$ cat config.mk
export PLATFORM = sky130hd
export DESIGN_NAME = execute_mc
export DESIGN_NICKNAME = d
export VERILOG_FILES = /design/src/rtl/execute_mc.sv
export SDC_FILE = /design/constraint.sdc
export NUM_CORES = 2
export LEC_CHECK = 0
export BUFFER_PORTS_ARGS = -buffer_cell sky130_fd_sc_hd__buf_2
export CORE_ASPECT_RATIO = 0.9
export CORE_MARGIN = 1
export CORE_UTILIZATION = 35
export DETAILED_ROUTE_END_ITERATION = 8
export GPL_TIMING_DRIVEN = 0
export PLACE_DENSITY = 0.62
export SYNTH_ARGS = -nofsm -noshare
export SYNTH_HDL_FRONTEND = slang
export SYNTH_SLANG_ARGS = --single-unit
$ cat constraint.sdc
create_clock -name clk -period 30.9 [get_ports clk]
set_clock_uncertainty 0.2 [all_clocks]
set_input_delay 3.09 -clock clk [delete_from_list [all_inputs] [get_ports clk]]
set_output_delay 3.09 -clock clk [all_outputs]
set_load 0.02 [all_outputs]
$ cat src/rtl/execute_mc.sv
// execute_mc: registered LEGv8 execute stage with ALU, branch target and iterative shift-add multiplier
//   in : clk, reset (async, active-high), valid_E, flush_E, AluSrc, AluControl[3:0], MulOp,
//        PC_E, signImm_E, readData1_E, readData2_E [N-1:0]
//   out: stall_E, valid_M, PCBranch_M, aluResult_M, writeData_M [N-1:0], zero_M
module execute_mc #(
  parameter int N        = 64,
  parameter int BR_SHIFT = 2
) (
  input  logic         clk,
  input  logic         reset,
  input  logic         valid_E,
  input  logic         flush_E,
  input  logic         AluSrc,
  input  logic [3:0]   AluControl,
  input  logic         MulOp,
  input  logic [N-1:0] PC_E,
  input  logic [N-1:0] signImm_E,
  input  logic [N-1:0] readData1_E,
  input  logic [N-1:0] readData2_E,
  output logic         stall_E,
  output logic         valid_M,
  output logic [N-1:0] PCBranch_M,
  output logic [N-1:0] aluResult_M,
  output logic [N-1:0] writeData_M,
  output logic         zero_M
);
  localparam int CW = $clog2(N);
  typedef enum logic {IDLE, MUL} state_t;
  state_t         r_state, w_next;
  logic [N-1:0]   r_mcand, r_mplier, r_acc, r_pc, r_imm, r_wd;
  logic [CW-1:0]  r_cnt;
  logic [N-1:0]   w_b, w_alu, w_pcb, w_pcb_l, w_prod;
  logic           w_last, w_issue;
  assign w_b     = AluSrc ? signImm_E : readData2_E;
  assign w_alu   = AluControl == 4'b0000 ? readData1_E & w_b :
                   AluControl == 4'b0001 ? readData1_E | w_b :
                   AluControl == 4'b0010 ? readData1_E + w_b :
                   AluControl == 4'b0110 ? readData1_E - w_b :
                   AluControl == 4'b0111 ? w_b :
                   AluControl == 4'b1100 ? ~(readData1_E | w_b) : '0;
  assign w_pcb   = PC_E + (signImm_E << BR_SHIFT);
  assign w_pcb_l = r_pc + (r_imm << BR_SHIFT);
  assign w_prod  = r_acc + (r_mplier[0] ? r_mcand : '0);
  assign w_last  = r_state == MUL && r_cnt == CW'(N - 1);
  assign w_issue = r_state == IDLE && valid_E && MulOp && !flush_E;
  always_ff @(posedge clk or posedge reset)
    if (reset) r_state <= IDLE;
    else       r_state <= w_next;
  always_comb
    w_next = flush_E ? IDLE :
             r_state == IDLE ? (w_issue ? MUL : IDLE) :
             (w_last ? IDLE : MUL);
  // reset gates stall immediately so upstream is released without waiting for an edge
  always_comb
    stall_E = !reset && !flush_E &&
              ((r_state == IDLE && valid_E && MulOp) || (r_state == MUL && !w_last));
  always_ff @(posedge clk or posedge reset) begin
    if (reset) begin
      r_mcand     <= '0;
      r_mplier    <= '0;
      r_acc       <= '0;
      r_pc        <= '0;
      r_imm       <= '0;
      r_wd        <= '0;
      r_cnt       <= '0;
      valid_M     <= 1'b0;
      PCBranch_M  <= '0;
      aluResult_M <= '0;
      writeData_M <= '0;
      zero_M      <= 1'b0;
    end else if (flush_E) begin
      valid_M <= 1'b0;
      r_cnt   <= '0;
    end else if (r_state == IDLE) begin
      if (valid_E && !MulOp) begin
        aluResult_M <= w_alu;
        PCBranch_M  <= w_pcb;
        writeData_M <= readData2_E;
        zero_M      <= w_alu == '0;
        valid_M     <= 1'b1;
      end else if (w_issue) begin
        r_mcand  <= readData1_E;
        r_mplier <= w_b;
        r_pc     <= PC_E;
        r_imm    <= signImm_E;
        r_wd     <= readData2_E;
        r_acc    <= '0;
        r_cnt    <= '0;
        valid_M  <= 1'b0;
      end else begin
        valid_M <= 1'b0;
      end
    end else begin
      r_acc    <= w_prod;
      r_mcand  <= r_mcand << 1;
      r_mplier <= r_mplier >> 1;
      r_cnt    <= w_last ? '0 : r_cnt + 1'b1;
      if (w_last) begin
        aluResult_M <= w_prod;
        PCBranch_M  <= w_pcb_l;
        writeData_M <= r_wd;
        zero_M      <= w_prod == '0;
        valid_M     <= 1'b1;
      end
    end
  end
endmodule

---- After elaboration in Yosys (flattened, before gate mapping) ----
Cells that the tools add are included.
word-level totals
  register bits ........................... 583
  input port bits ......................... 266
  logic and storage cells ................. 100
  output and inout bits ................... 195
operators by class
  bitwise operators ....................... 6
  equal/unequal tests ..................... 10
  muxes and demuxes ....................... 42
  reductions and logical operators ........ 23
  add/subtract/negate cells ............... 6
operators by type and width
  operator                                              number
  2-to-1 mux 64 bit                                     26
  adder 64 bit                                          4
  logical NOT 64 bit                                    2
  bitwise AND 64 bit                                    1
  inverter 64 bit                                       1
  bitwise OR 64 bit                                     1
  subtractor 64 bit                                     1
  2-to-1 mux 6 bit                                      5
  2-to-1 mux 1 bit                                      11
  equality test 4 x 3 -> 1 bit (second input constant)  2
  logical AND 1 bit                                     8
  adder 6 x 1 -> 6 bit (second input constant)          1
  equality test 6 bit (second input constant)           1
  AND reduction 3 bit                                   2
  equality test 4 x 1 -> 1 bit (second input constant)  1
  equality test 4 x 2 -> 1 bit (second input constant)  1
  equality test 4 bit (second input constant)           1
  logical NOT 1 bit                                     4
  logical NOT 4 bit                                     1
  AND reduction 4 bit                                   1
  nonzero test 2 bit                                    2
  != test 3 x 2 -> 1 bit (second input constant)        1
  != test 3 bit (second input constant)                 1
  inverter 1 bit                                        3
  5 further kinds                                       5

---- Logic depth before layout (Yosys ltp) ----
  word-level depth ........................ 12
  gate-level depth with buffers ........... 25
  mapped depth without buffers ............ 20

---- Worst setup path before layout ----
No wires, ideal clock.
  path type ............................... input to register
  start point ............................. input port AluSrc
  end point ............................... register zero_M
  path buffers ............................ 7
  stages .................................. 24
  data arrival time ....................... 8.107 ns
  path slack .............................. 22.467 ns
  path through ............................ buf_2 buf_2 buf_2 buf_2 buf_4 buf_2 buf_4 mux2i_1 inv_1 ha_1 inv_1 o31ai_1 nor4bb_1 a21o_1 a31oi_1 a311o_1 a311oi_1 o21ai_1 o211ai_1 a211oi_1 or3_1 nand2_1 and4b_1 a221o_1
between the ends
  word-level cells in the longest chain between the ends .. 12
  elaborated cells on any way between the ends .. 15
  those cells by class .................... 2 x add/sub; 9 x mux; 3 x bitwise; 1 x reduce/logical
ends and longest elaborated chain
  what                                                       line  source
  start, declared                                            13    input logic AluSrc,
  2-to-1 mux 64 bit *                                        34    assign w_b = AluSrc ? signImm_E : readData2_E;
  branches (longest 7 deep; another with subtractor 64 bit)  n/a
  2-to-1 mux 64 bit *                                        35    assign w_alu = AluControl == 4'b0000 ? readData1_E & w_b :
  logical NOT 64 bit *                                       79    zero_M <= w_alu == '0;
  2-to-1 mux 1 bit *                                         75    if (valid_E && !MulOp) begin
  2-to-1 mux 1 bit *                                         74    end else if (r_state == IDLE) begin
  end signal, assigned                                       70    zero_M <= 1'b0;
  end signal, assigned                                       79
  end signal, assigned                                       102   zero_M <= w_prod == '0;
  end, declared                                              25    output logic zero_M
Mark *: on every way between the ends. The select of a mux whose other input is x is not followed.
A chain may end at the register's enable or synchronous reset.

---- Worst setup path in the final report ----
Ends and elaborated chain as after synthesis.

==> flow_summary.ini <==
[status]
outcome = finished with violations
violations = max-capacitance violations, max-slew violations

[floorplanning]
row_count = 128
die_h_um = 352
floorplan.die.width_um = 391
start_util_pct = 35.3
coreArea_mm2 = 0.135
num_io_pins = 461
die_area_mm2 = 0.138

[pwr]
p_per_area_mw_per_mm2 = 60.3
switching_share_pct = 42.4
comb_power_share_pct = 41.3
peakVddDrop_mv = 0.0354
p_clk_share_pct = 27.1
p_leak_nw = 26.3
finalPower_mw = 3.32
cellInternalPower_mw = 1.91
p_sw_mw = 1.41
p_seq_share_pct = 31.6

[cts]
cts.sinks = 583
hold_buffers = 0
htree_levels = 3
cts.clk_slew.worst_paths_ns = 0.05
clk_latency_ns = 0.71
cts_buffer_depth = 3
ctsResizeCount = 0
ctsRootBufferMaster = clkbuf_16
cts_tree = built
cts_buffers = 72
cts_setup_buffers = 0

[final_layout]
final_common_cell = nand2_1
syn_to_final_growth_pct = 15.4
multi_input_area_mm2 = 0.0309
layout-drive-gt1-share_pct = 10.6
most-common-layout-cells = nand2_1, dfrtp_1, a21oi_1, o21ai_0, buf_2
final_nets = 7295
fillCellCount = 14100
fin_cells = 8506
ff_latch_area_mm2 = 0.0146

[sta]
final_hold_viol_count = 0
max_freq_ghz = 0.0818
period_minus_slack_ns = 12.23
worstMarginPinSlew_ns = 1.62
finalSetupTns_ns = 0
fin_crit_sh_pct = 39.6
relSlewSlack_pct = -8.18
rsz0062_at_grt = false
setup_ws_ns = 18.67
slew_viol_final = 34
whs_ns = 0.271
setup_viol = 0

[synth]
ys_warn_count = 0
ys_seq_elements = 583
netlist_area_mm2 = 0.0477
syn_inst = 6069
syn-num-nets = 6749
synth_ff_type = dfrtp_1
postSynthAreaPerCell_um2 = 7.86
synth_edf_count = 0
seq_area_frac_synth_pct = 30.6
ys_types = 110
synth-async-reset-ratio_pct = 100

[global_routing]
grt_max_degree = 128
grt_first_pass_wirelength_um = 339000
track_usage_pct = 33.8
antenna_found_initial = 25
grt_overflow = 0
first_global_vias = 47000

[routing]
routed_wirelength_um = 240000
drt_iter0_drc = 5399
via_count = 50300
vias_per_cell = 5.92
drc = 0
wire_per_inst_um = 28.3
ant_nets = 0
dr.pass1.iters = 6

[setup_path]
critPathRequiredTime_ns = 31.32
startpoint_type = primary input
path_class = in -> reg
path_max_fanout = 10
reg2reg_depth = 19
end_kind = flop
cp.arrival_ns = 12.65

[place]
dp_cells = 8360
dp_slack_ns = 18.42
place_congestion = 1.02
dpl.hpwl_um = 191000
port_buffers = 456

[min_path]
whs_path_depth = 1
hold_path.class = reg -> reg

[flow_run]
cap_violations = 4
-- logic make-up after synthesis --
| group | after synthesis | synth area share, % |
|---|---|---|
| simple gates | 2210 | 20.6 |
| compound gates | 1829 | 24.1 |
| flops | 583 | 30.6 |
| buf+inv | 580 | 4.83 |
| fa+ha+maj | 414 | 10.9 |
| mux | 228 | 4.81 |
| xor+xnor | 225 | 4.14 |
-- layer usage --
layer | global-route usage, % | vias to the layer above | part of all wire (%)
met4 | 17.1 | 8 | 5.6
li1 | - | 22600 | -
met1 | 46.5 | 24700 | 44
met2 | 50.1 | 2509 | 43
met3 | 6.53 | 472 | 8.3
met5 | 0 | - | 0.024
-- registers in the layout (all words and copies together), names as in the netlist --
signal / cells
r_acc: 64
zero_M: 1
r_imm: 62
r_state: 1
r_mcand: 64
PCBranch_M: 64
writeData_M: 64
r_wd: 64
aluResult_M: 64
r_cnt: 6
valid_M: 1
r_pc: 64
r_mplier: 64
-- synth_stat cells (44+ instances only) --
master,count,area (um2)
a211oi_1,52,390
a21o_1,132,991
a21oi_1,512,2560
a221oi_1,44,385
a22o_1,47,412
a31oi_1,61,382
and2_1,91,569
clkbuf_1,262,983
dfrtp_1,583,14600
ha_1,409,5120
inv_1,244,916
mux2i_1,216,2160
nand2_1,1183,4440
nand2b_1,53,332
nand3_1,88,440
nand4_1,64,400
nor2_1,417,1570
nor2b_1,64,400
nor3_1,61,305
o211ai_1,54,405
o21ai_0,505,2530
o21ai_1,51,255
o21bai_1,52,390
xnor2_1,145,1270
xor2_1,79,692
-- critical path, cell delays in order --
cell and delay [ns]:
buf_2 0.46, buf_2 0.58, buf_2 0.58, buf_2 0.58, buf_4 0.40, mux2i_1 1.03, ha_1 0.48, nor2_1 0.25
nand3b_1 0.34, a211oi_2 0.52, nor4_1 0.24, a2111oi_2 0.84, o211ai_1 0.30, nand2_1 0.16, xnor2_1 0.16, a221oi_1 0.66
nand4_1 0.26, nor4_1 0.58, nand4_1 0.35, nor4_1 0.39, and4b_1 0.24, a221o_1 0.10
-- cell type report --
| class | instances | share of cell area (%) |
|---|---|---|
| multi-input cells | 4906 | 56.0 |
| flip-flops and latches | 583 | 26.5 |
| repair buffers | 472 | 4.65 |
| well taps | 1820 | 4.13 |
| clock buffers | 104 | 3.76 |
| plain buffers | 329 | 2.52 |
| inverters | 251 | 1.72 |
| clock inverters | 25 | 0.627 |
| diodes | 16 | 0.0727 |
-- final timing paths --
path	start	endpoint	slack, ns
setup / recovery	AluSrc	zero_M	18.67
hold / removal	aluResult_M[10]	aluResult_M[10]	0.27
setup reg to reg	r_mplier[0]	zero_M	24.49
hold reg to reg	aluResult_M[10]	aluResult_M[10]	0.27
max in group asynchronous	reset	r_mcand[47]	26.84
min in group asynchronous	reset	valid_M	2.24
-- power groups by stage --
stage,clock (mW),sequential [mW],combinational [mW]
6_report,0.899,1.05,1.37
5_1_grt,0.935,1.07,1.48
3_3_place_gp,0,1.06,1.32
2_1_floorplan,0,1.11,0.798
3_5_place_dp,0,1.06,1.34
4_1_cts,0.908,1.05,1.35
-- per-stage QoR --
step | instance area, um2 | utilization, %
after CTS | 55000 | 40.7
final | 55100 | 40.7
after floorplan | 47700 | -
after global placement | 52300 | 38.6
after detailed placement | 52600 | 38.9
after global routing | 55100 | 40.7
(Power assumes the default switching activity.)
